<file path="config.mk">
export PLATFORM = sky130hd
export DESIGN_NAME = ioctl_upload_server
export DESIGN_NICKNAME = d
export VERILOG_FILES = /design/src/rtl/ioctl_upload_server.sv
export SDC_FILE = /design/constraint.sdc
export NUM_CORES = 1
export LEC_CHECK = 0
export BUFFER_PORTS_ARGS = -buffer_cell sky130_fd_sc_hd__buf_4
export CAP_MARGIN = 20
export CORE_MARGIN = 3
export CORE_UTILIZATION = 35
export DETAILED_ROUTE_END_ITERATION = 8
export HOLD_SLACK_MARGIN = 0.12
export PLACE_DENSITY_LB_ADDON = 0.25
export SYNTH_ARGS = -nofsm -noshare
export SYNTH_HDL_FRONTEND = slang
export SYNTH_SLANG_ARGS = --single-unit
</file>
<file path="constraint.sdc">
create_clock -name clk_sys -period 3.7 [get_ports clk_sys]
set_input_delay 0.74 -clock clk_sys [delete_from_list [all_inputs] [get_ports clk_sys]]
set_output_delay 0.74 -clock clk_sys [all_outputs]
set_load 0.1 [all_outputs]
</file>
<file path="src/rtl/ioctl_upload_server.sv">
// ioctl_upload_server: serves HPS upload (save) byte requests from core RAM.
// Optional feature macro: UPLOAD_CHECKSUM_EN (byte at address SIZE = two's complement checksum).
module ioctl_upload_server #(
    parameter int ADDR_W  = 10,
    parameter int SIZE    = 1024,
    parameter int RAM_LAT = 2
) (
    input  logic              clk_sys,
    input  logic              reset_n,
    input  logic              ioctl_upload,
    input  logic              ioctl_rd,
    input  logic [24:0]       ioctl_addr,
    output logic [7:0]        ioctl_din,
    output logic              ioctl_wait,
    output logic              pause_req,
    input  logic              pause_ack,
    output logic [ADDR_W-1:0] ram_addr,
    output logic              ram_rd,
    input  logic [7:0]        ram_q,
    output logic              err
);

    typedef enum logic [2:0] {
        IDLE, PAUSE, READY, READ, DONE, RELEASE
    } state_t;

    localparam logic [24:0] SIZE_W = 25'(SIZE);
    localparam logic [2:0]  LAT_W  = 3'(RAM_LAT);

    state_t     state;
    logic [2:0] cnt;
    logic       lost;
    logic [7:0] dbyte;
    logic [7:0] oor_byte;
    logic       in_range;
    logic       rd_bad;
    logic       rd_cap;

    assign in_range = ioctl_addr < SIZE_W;
    assign rd_bad   = ioctl_rd && (ioctl_wait || !ioctl_upload ||
                                   state == IDLE || state == RELEASE);
    assign rd_cap   = state == READ && ioctl_upload && cnt == LAT_W;

`ifdef UPLOAD_CHECKSUM_EN
    logic [7:0] sum;

    // Running sum of RAM bytes returned during the current session
    always_ff @(posedge clk_sys or negedge reset_n) begin
        if (!reset_n)
            sum <= 8'd0;
        else if (state == IDLE && ioctl_upload)
            sum <= 8'd0;
        else if (rd_cap)
            sum <= sum + ram_q;
    end

    assign oor_byte = (ioctl_addr == SIZE_W) ? (~sum + 8'd1) : 8'hFF;
`else
    assign oor_byte = 8'hFF;
`endif

    // Session / request sequencer with registered handshake outputs
    always_ff @(posedge clk_sys or negedge reset_n) begin
        if (!reset_n) begin
            state      <= IDLE;
            cnt        <= 3'd0;
            lost       <= 1'b0;
            dbyte      <= 8'd0;
            ioctl_din  <= 8'd0;
            ioctl_wait <= 1'b0;
            pause_req  <= 1'b0;
            ram_addr   <= '0;
            ram_rd     <= 1'b0;
            err        <= 1'b0;
        end else begin
            ram_rd <= 1'b0;
            if (state != IDLE && state != RELEASE && !ioctl_upload) begin
                state      <= RELEASE;
                pause_req  <= 1'b0;
                ioctl_wait <= 1'b0;
                lost       <= 1'b0;
            end else begin
                unique case (state)
                    IDLE: begin
                        if (ioctl_upload) begin
                            state      <= PAUSE;
                            pause_req  <= 1'b1;
                            ioctl_wait <= 1'b1;
                            err        <= 1'b0;
                            lost       <= 1'b0;
                        end
                    end
                    PAUSE: begin
                        if (pause_ack) begin
                            state      <= READY;
                            ioctl_wait <= 1'b0;
                        end
                    end
                    READY: begin
                        if (!pause_ack) begin
                            state      <= PAUSE;
                            ioctl_wait <= 1'b1;
                            err        <= 1'b1;
                        end else if (ioctl_rd) begin
                            ioctl_wait <= 1'b1;
                            if (in_range) begin
                                state    <= READ;
                                ram_rd   <= 1'b1;
                                ram_addr <= ioctl_addr[ADDR_W-1:0];
                                cnt      <= 3'd0;
                            end else begin
                                state <= DONE;
                                dbyte <= oor_byte;
                            end
                        end
                    end
                    READ, DONE: begin
                        if (!pause_ack) begin
                            err  <= 1'b1;
                            lost <= 1'b1;
                        end
                        if (state == READ && cnt != LAT_W) begin
                            cnt <= cnt + 3'd1;
                        end else begin
                            ioctl_din <= (state == READ) ? ram_q : dbyte;
                            if (lost || !pause_ack) begin
                                state      <= PAUSE;
                                ioctl_wait <= 1'b1;
                                lost       <= 1'b0;
                            end else begin
                                state      <= READY;
                                ioctl_wait <= 1'b0;
                            end
                        end
                    end
                    RELEASE: state <= IDLE;
                    default: state <= IDLE;
                endcase
            end
            if (rd_bad)
                err <= 1'b1;
        end
    end

endmodule

</file>
# Word-level counts from Yosys, hierarchy flattened
# Index checks and enable logic that the tools add are counted.
dict set report word_totals {
  register_bits 30
  output_inout_bits 22
}
dict set report op_classes {
  addsub 1
  order_cmp 1
  eq_ne 18
  mux 40
  bitwise 3
  n_reduce_logical 29
}
# operator count
set op_table {}
lappend op_table {{2-to-1 mux 3 bit} 11}
lappend op_table {{< comparator 25 x 11 -> 1 bit, second input constant} 1}
lappend op_table {{2-to-1 mux 1 bit} 22}
lappend op_table {{AND reduction 5 bit} 3}
lappend op_table {{inequality test 3 bit, second input constant} 4}
lappend op_table {{one-hot mux 3 bit (4 select lines)} 1}
lappend op_table {{inequality test 2 bit, second input constant} 5}
lappend op_table {{inequality test 3 x 2 -> 1 bit, second input constant} 3}
lappend op_table {{nonzero test 3 bit} 3}
lappend op_table {{2-to-1 mux 8 bit} 1}
lappend op_table {{AND reduction 4 bit} 2}
lappend op_table {{equality test 3 x 2 -> 1 bit, second input constant} 2}
lappend op_table {{equality test 3 bit, second input constant} 2}
lappend op_table {{one-hot mux 3 bit (2 select lines)} 1}
lappend op_table {{AND reduction 6 bit} 1}
lappend op_table {{nonzero test 2 bit} 3}
lappend op_table {{nonzero test 5 bit} 1}
lappend op_table {{logical AND 1 bit} 4}
lappend op_table {{logical OR 1 bit} 4}
lappend op_table {{inequality test 4 bit, second input constant} 1}
lappend op_table {{one-hot mux 1 bit (2 select lines)} 2}
lappend op_table {{one-hot mux 1 bit (4 select lines)} 1}
lappend op_table {{AND reduction 2 bit} 2}
lappend op_table {{adder 3 x 1 -> 3 bit, second input constant} 1}
lappend op_table {{other kinds (8)} 11}

# Depth between registers and ports, before layout
dict set report depth {
  ltp_word 7
  ltp_mapped 7
  mapped_depth_nobuf 6
}

# Worst setup path before layout
# OpenSTA, ideal clock, no wires.
dict set report synth_timing {
  path_type {input -> register}
  start {input port ioctl_addr[14]}
  end {register ram_addr[0]}
  setup_ns 0.125
  arrival_ns 1.845
  t_required_ns 3.575
  setup_slack_ns 1.730
  path_stages 5
  path_cell_list {nor4_2 -> and4_1 -> nand4_2 -> buf_6 -> mux2_4}
}
dict set report synth_via {
  elab_chain_len 2
}
# element line
set synth_lines {}
lappend synth_lines {{start: declaration} 12} ;# input logic [24:0] ioctl_addr,
lappend synth_lines {{< comparator 25 x 11 -> 1 bit} 39} ;# assign in_range = ioctl_addr < SIZE_W;
lappend synth_lines {{AND reduction 5 bit (no line)} -}
lappend synth_lines {{end signal: assignment} 109} ;# ram_addr <= ioctl_addr[ADDR_W-1:0];
lappend synth_lines {{end: declaration} 17} ;# output logic [ADDR_W-1:0] ram_addr,
# No other way between the ends.
# A chain may end at the register's enable or synchronous reset.

# Worst setup path after layout
dict set report layout_timing {
  start {register state[1]}
  end {register ram_addr[8]}
}
dict set report layout_via {
  elab_chain_len 5
}
# element line
set layout_lines {}
lappend layout_lines {{start: declaration} 30} ;# state_t state;
lappend layout_lines {{start signal: assignment} 65} ;# state <= IDLE;
lappend layout_lines {{start signal: assignment} 78} ;# state <= RELEASE;
lappend layout_lines {{start signal: assignment} 86} ;# state <= PAUSE;
lappend layout_lines {{inequality test 3 bit or nonzero test 3 bit (tied branches)} 77} ;# if (state != IDLE && state != RELEASE && !ioctl_upload) begin
lappend layout_lines {{logical AND 1 bit (2 in a row)} 77}
lappend layout_lines {{NOT 1 bit (no line)} -}
lappend layout_lines {{AND reduction 5 bit (no line) (*)} -}
# Every way passes the cells marked *; elsewhere a longest branch is shown, timed or not.

==> summary.md <==
| Metric | Value |
|---|---|
| Iteration-0 DRC Markers | `160` |
| Hold-fix buffers, CTS | `0` |
| Post-Place Worst Slack | `1.21 ns` |
| Max-cap violations | `0` |
| Yosys warns | `0` |
| Vias per inst | `5.25` |
| Hold slack | `around 0.38 ns` |
| RSZ-0062 raised after global routing | `false` |
| Drt pass-1 iters | `4` |
| FF+latch count, synth | `30` |
| Synth Flop Type | `dfrtp_1` |
| Worst endpoint data arrival time | `between 2 and 2.5 ns` |
| Hold Fails Final Rpt | `0` |
| First-pass GRT wire length | `7.42 mm` |
| Fmax | `0.441 GHz` |
| Async set-reset flop share out of synthesis | `100%` |
| Die area | `5950 µm²` |
| # IOs | `60` |
| Number of flops mapped to enable cells by yosys | `0` |
| Cell leakage power | `1.09 nW` |
| CTS Buf Count | `5` |
| Sequential share of the synthesized area | `a little over two fifths` |
| Family with the most delay on the worst path | `simple AND/OR/NAND/NOR gates` |
| Routed wire length | `4.39 mm` |
| # rows | `25` |
| Worst-Margin Slew | `0.633 ns` |
| Worst Path Max Fanout | `17` |
| Count of different cell masters after synthesis | `53` |
| Fillcell total | `479` |
| Power per Cell Area | `between 800 and 900 nW/µm²` |
| Post-Syn Instances | `170` |
| Clock buffer depth | `2` |
| CP peak stage delay | `0.50 ns` |
| Max_slew headroom | `57.8%` |
| Overall power | `1.98 mW` |
| Port Buf Inserts | `59` |
| Count of pins over their slew limit | `0` |
| Critical path class | `register to register` |
| Gr usage total | `between 10% and 20%` |
| DP HPWL | `around 3.2 mm` |
| Worst endpoint required time | `3.86 ns` |
| Placed Area | `2250 µm²` |
| Syn nets | `210` |
| DRT antenna net count | `0` |
| Clk slew on worst S/H paths | `0.06 ns` |
| Post-route clock period utilization | `61.3%` |
| Buf+Inv Stages, Crit Path | `1` |
| Core region area | `4820 µm²` |
| Routed len/inst | `15.0 µm` |
| Clock sink total | `30` |
| Crit. End Element | `register` |
| Fin nets | `267` |
| DR DRC count | `0` |
| Cell Chain, Critical Path | `buf_4, nor3b_4, and2_4, nand4_2, mux2_1` |
| N_diodes | `0` |
| Dpl cells | `287` |
| Max stage delay cell, worst path | `dfrtp_1` |
| Chip width | `77.1 µm` |
| Largest net degree at the start of global routing | `37` |
| Skew final | `0.00373 ns` |
| Initial core utilization | `a little under two fifths` |
| Vias | `1538` |
| Setup Buffers After CTS | `0` |
| Final setup margin | `1.43 ns` |
| Area Growth Syn to Fin | `31.9%` |
| CTS tree | `built` |
| Number of gates resized after cts | `0` |
| Setup TNS | `0 ns` |
| Status | `finished, final reports clean` |
| H-tree levels | `2` |
| Minimum clock period | `2.27 ns` |
| Setup Viol. Count Final | `0` |
| CTS root buf | `clkbuf_8` |
| Die Ht | `77.1 µm` |
| Peak supply drop | `0.398 mV` |
| Vias in the first global route | `1540` |
| Synth Cell Area | `~1800 µm²` |
| Clock Latency Late Sink | `0.27 ns` |
| Syn Area/Cell | `10.4 µm²` |
| Finished Core Util | `48.5%` |
| Final Non-Filler Cells | `~290` |
| Worst setup SP type | `register` |
| Share of layout cells above drive strength 1 | `approximately two fifths` |
| Initial antenna violation count | `0` |
| Worst hold path type | `primary input to asynchronous set/reset pin` |
| GPL Wtd Cong | `roughly 0.79` |
| Final std cell area, no fill | `2330 µm²` |
| GRT overflow | `0` |
-- cells in the mapped netlist, types with 3 or more instances --
master / count / area (µm²)
dfrtp_1: 30 / 751
o211ai_1: 3 / 22.5
nand2b_1: 4 / 25.0
clkbuf_1: 4 / 15.0
inv_1: 8 / 30.0
nor2b_1: 5 / 31.3
a31oi_1: 17 / 106
buf_2: 3 / 15.0
nor4_2: 3 / 37.5
o221ai_1: 4 / 35.0
mux2_4: 9 / 135
nor2_1: 8 / 30.0
nand3_1: 3 / 15.0
nand3b_1: 3 / 22.5
a21oi_1: 16 / 80.1
-- layout by cell type (no fill, tap or decap), types with 4 or more instances in the layout --
cell / n
buf_4: 61
dfrtp_1: 30
a31oi_1: 17
a21oi_1: 16
mux2_4: 9
inv_1: 8
nor2_1: 8
clkbuf_8: 6
nor2b_1: 5
nand2b_1: 4
o221ai_1: 4
-- path summary, 6_finish.rpt --
path / depth (start not counted) / to / from / slack (ns)
max in group asynchronous: 1 / ram_addr[6] / reset_n / 3.03
worst min-delay path: 1 / ioctl_din[6] / reset_n / 0.38
worst min register to register: 1 / dbyte[0] / dbyte[0] / 0.47
worst max register to register: 5 / ram_addr[8] / state[1] / 1.43
min in group clk_sys: 1 / dbyte[0] / dbyte[0] / 0.47
worst max-delay path: 5 / ram_addr[8] / state[1] / 1.43
-- routing by layer --
metal | track usage (%) | share of wire (%) | wire length, µm | vias to the layer above
li1 | - | - | - | 761
met1 | 21.2 | 47 | 2090 | 744
met2 | 24.4 | 48 | 2120 | 28
met3 | 3.52 | 3.7 | 161 | 5
met4 | 3.20 | 0.59 | 26 | 0
met5 | 0 | 0 | 0 | -
-- report_power, final --
group | internal (mW) | switching, mW
sequential | 0.428 | 0.115
clock | 0.143 | 0.114
combinational | 0.357 | 0.822
total | 0.928 | 1.05
-- cell families (layout without fill, tap and decap cells) --
kind of cell	Yosys count	after routing	synth area share, %
multiplexers	11	11	8.83
AND/OR/NAND/NOR	44	44	17.0
AO/OA/AOI/OAI	62	62	24.5
XOR/XNOR	1	1	0.495
flip-flops	30	30	42.4
adder cells (fa/ha/maj)	2	2	1.41
buffers and inverters	20	76	5.30
-- registers in the layout, indices dropped and copies added, names as in the netlist --
| register | cells |
|---|---|
| dbyte | 1 |
| ioctl_din | 8 |
| err | 1 |
| state | 3 |
| cnt | 3 |
| pause_req | 1 |
| lost | 1 |
| ram_rd | 1 |
| ioctl_wait | 1 |
| ram_addr | 10 |
-- area by class of cell --
cell class	count	area (µm²)	area share, %
clock buffers	6	82.6	3.54
inverters	9	33.8	1.45
well taps	67	83.8	3.59
flip-flops and latches	30	751	32.2
multi-input cells	120	926	39.7
repair buffers	61	458	19.6
-- worst register-to-register path, cell delays in order (launching register included) --
cell     delay [ns]
dfrtp_1        0.50
buf_4          0.28
nor3b_4        0.31
and2_4         0.21
nand4_2        0.40
mux2_1         0.46
No activity file was read; power rests on OpenSTA's default activity.
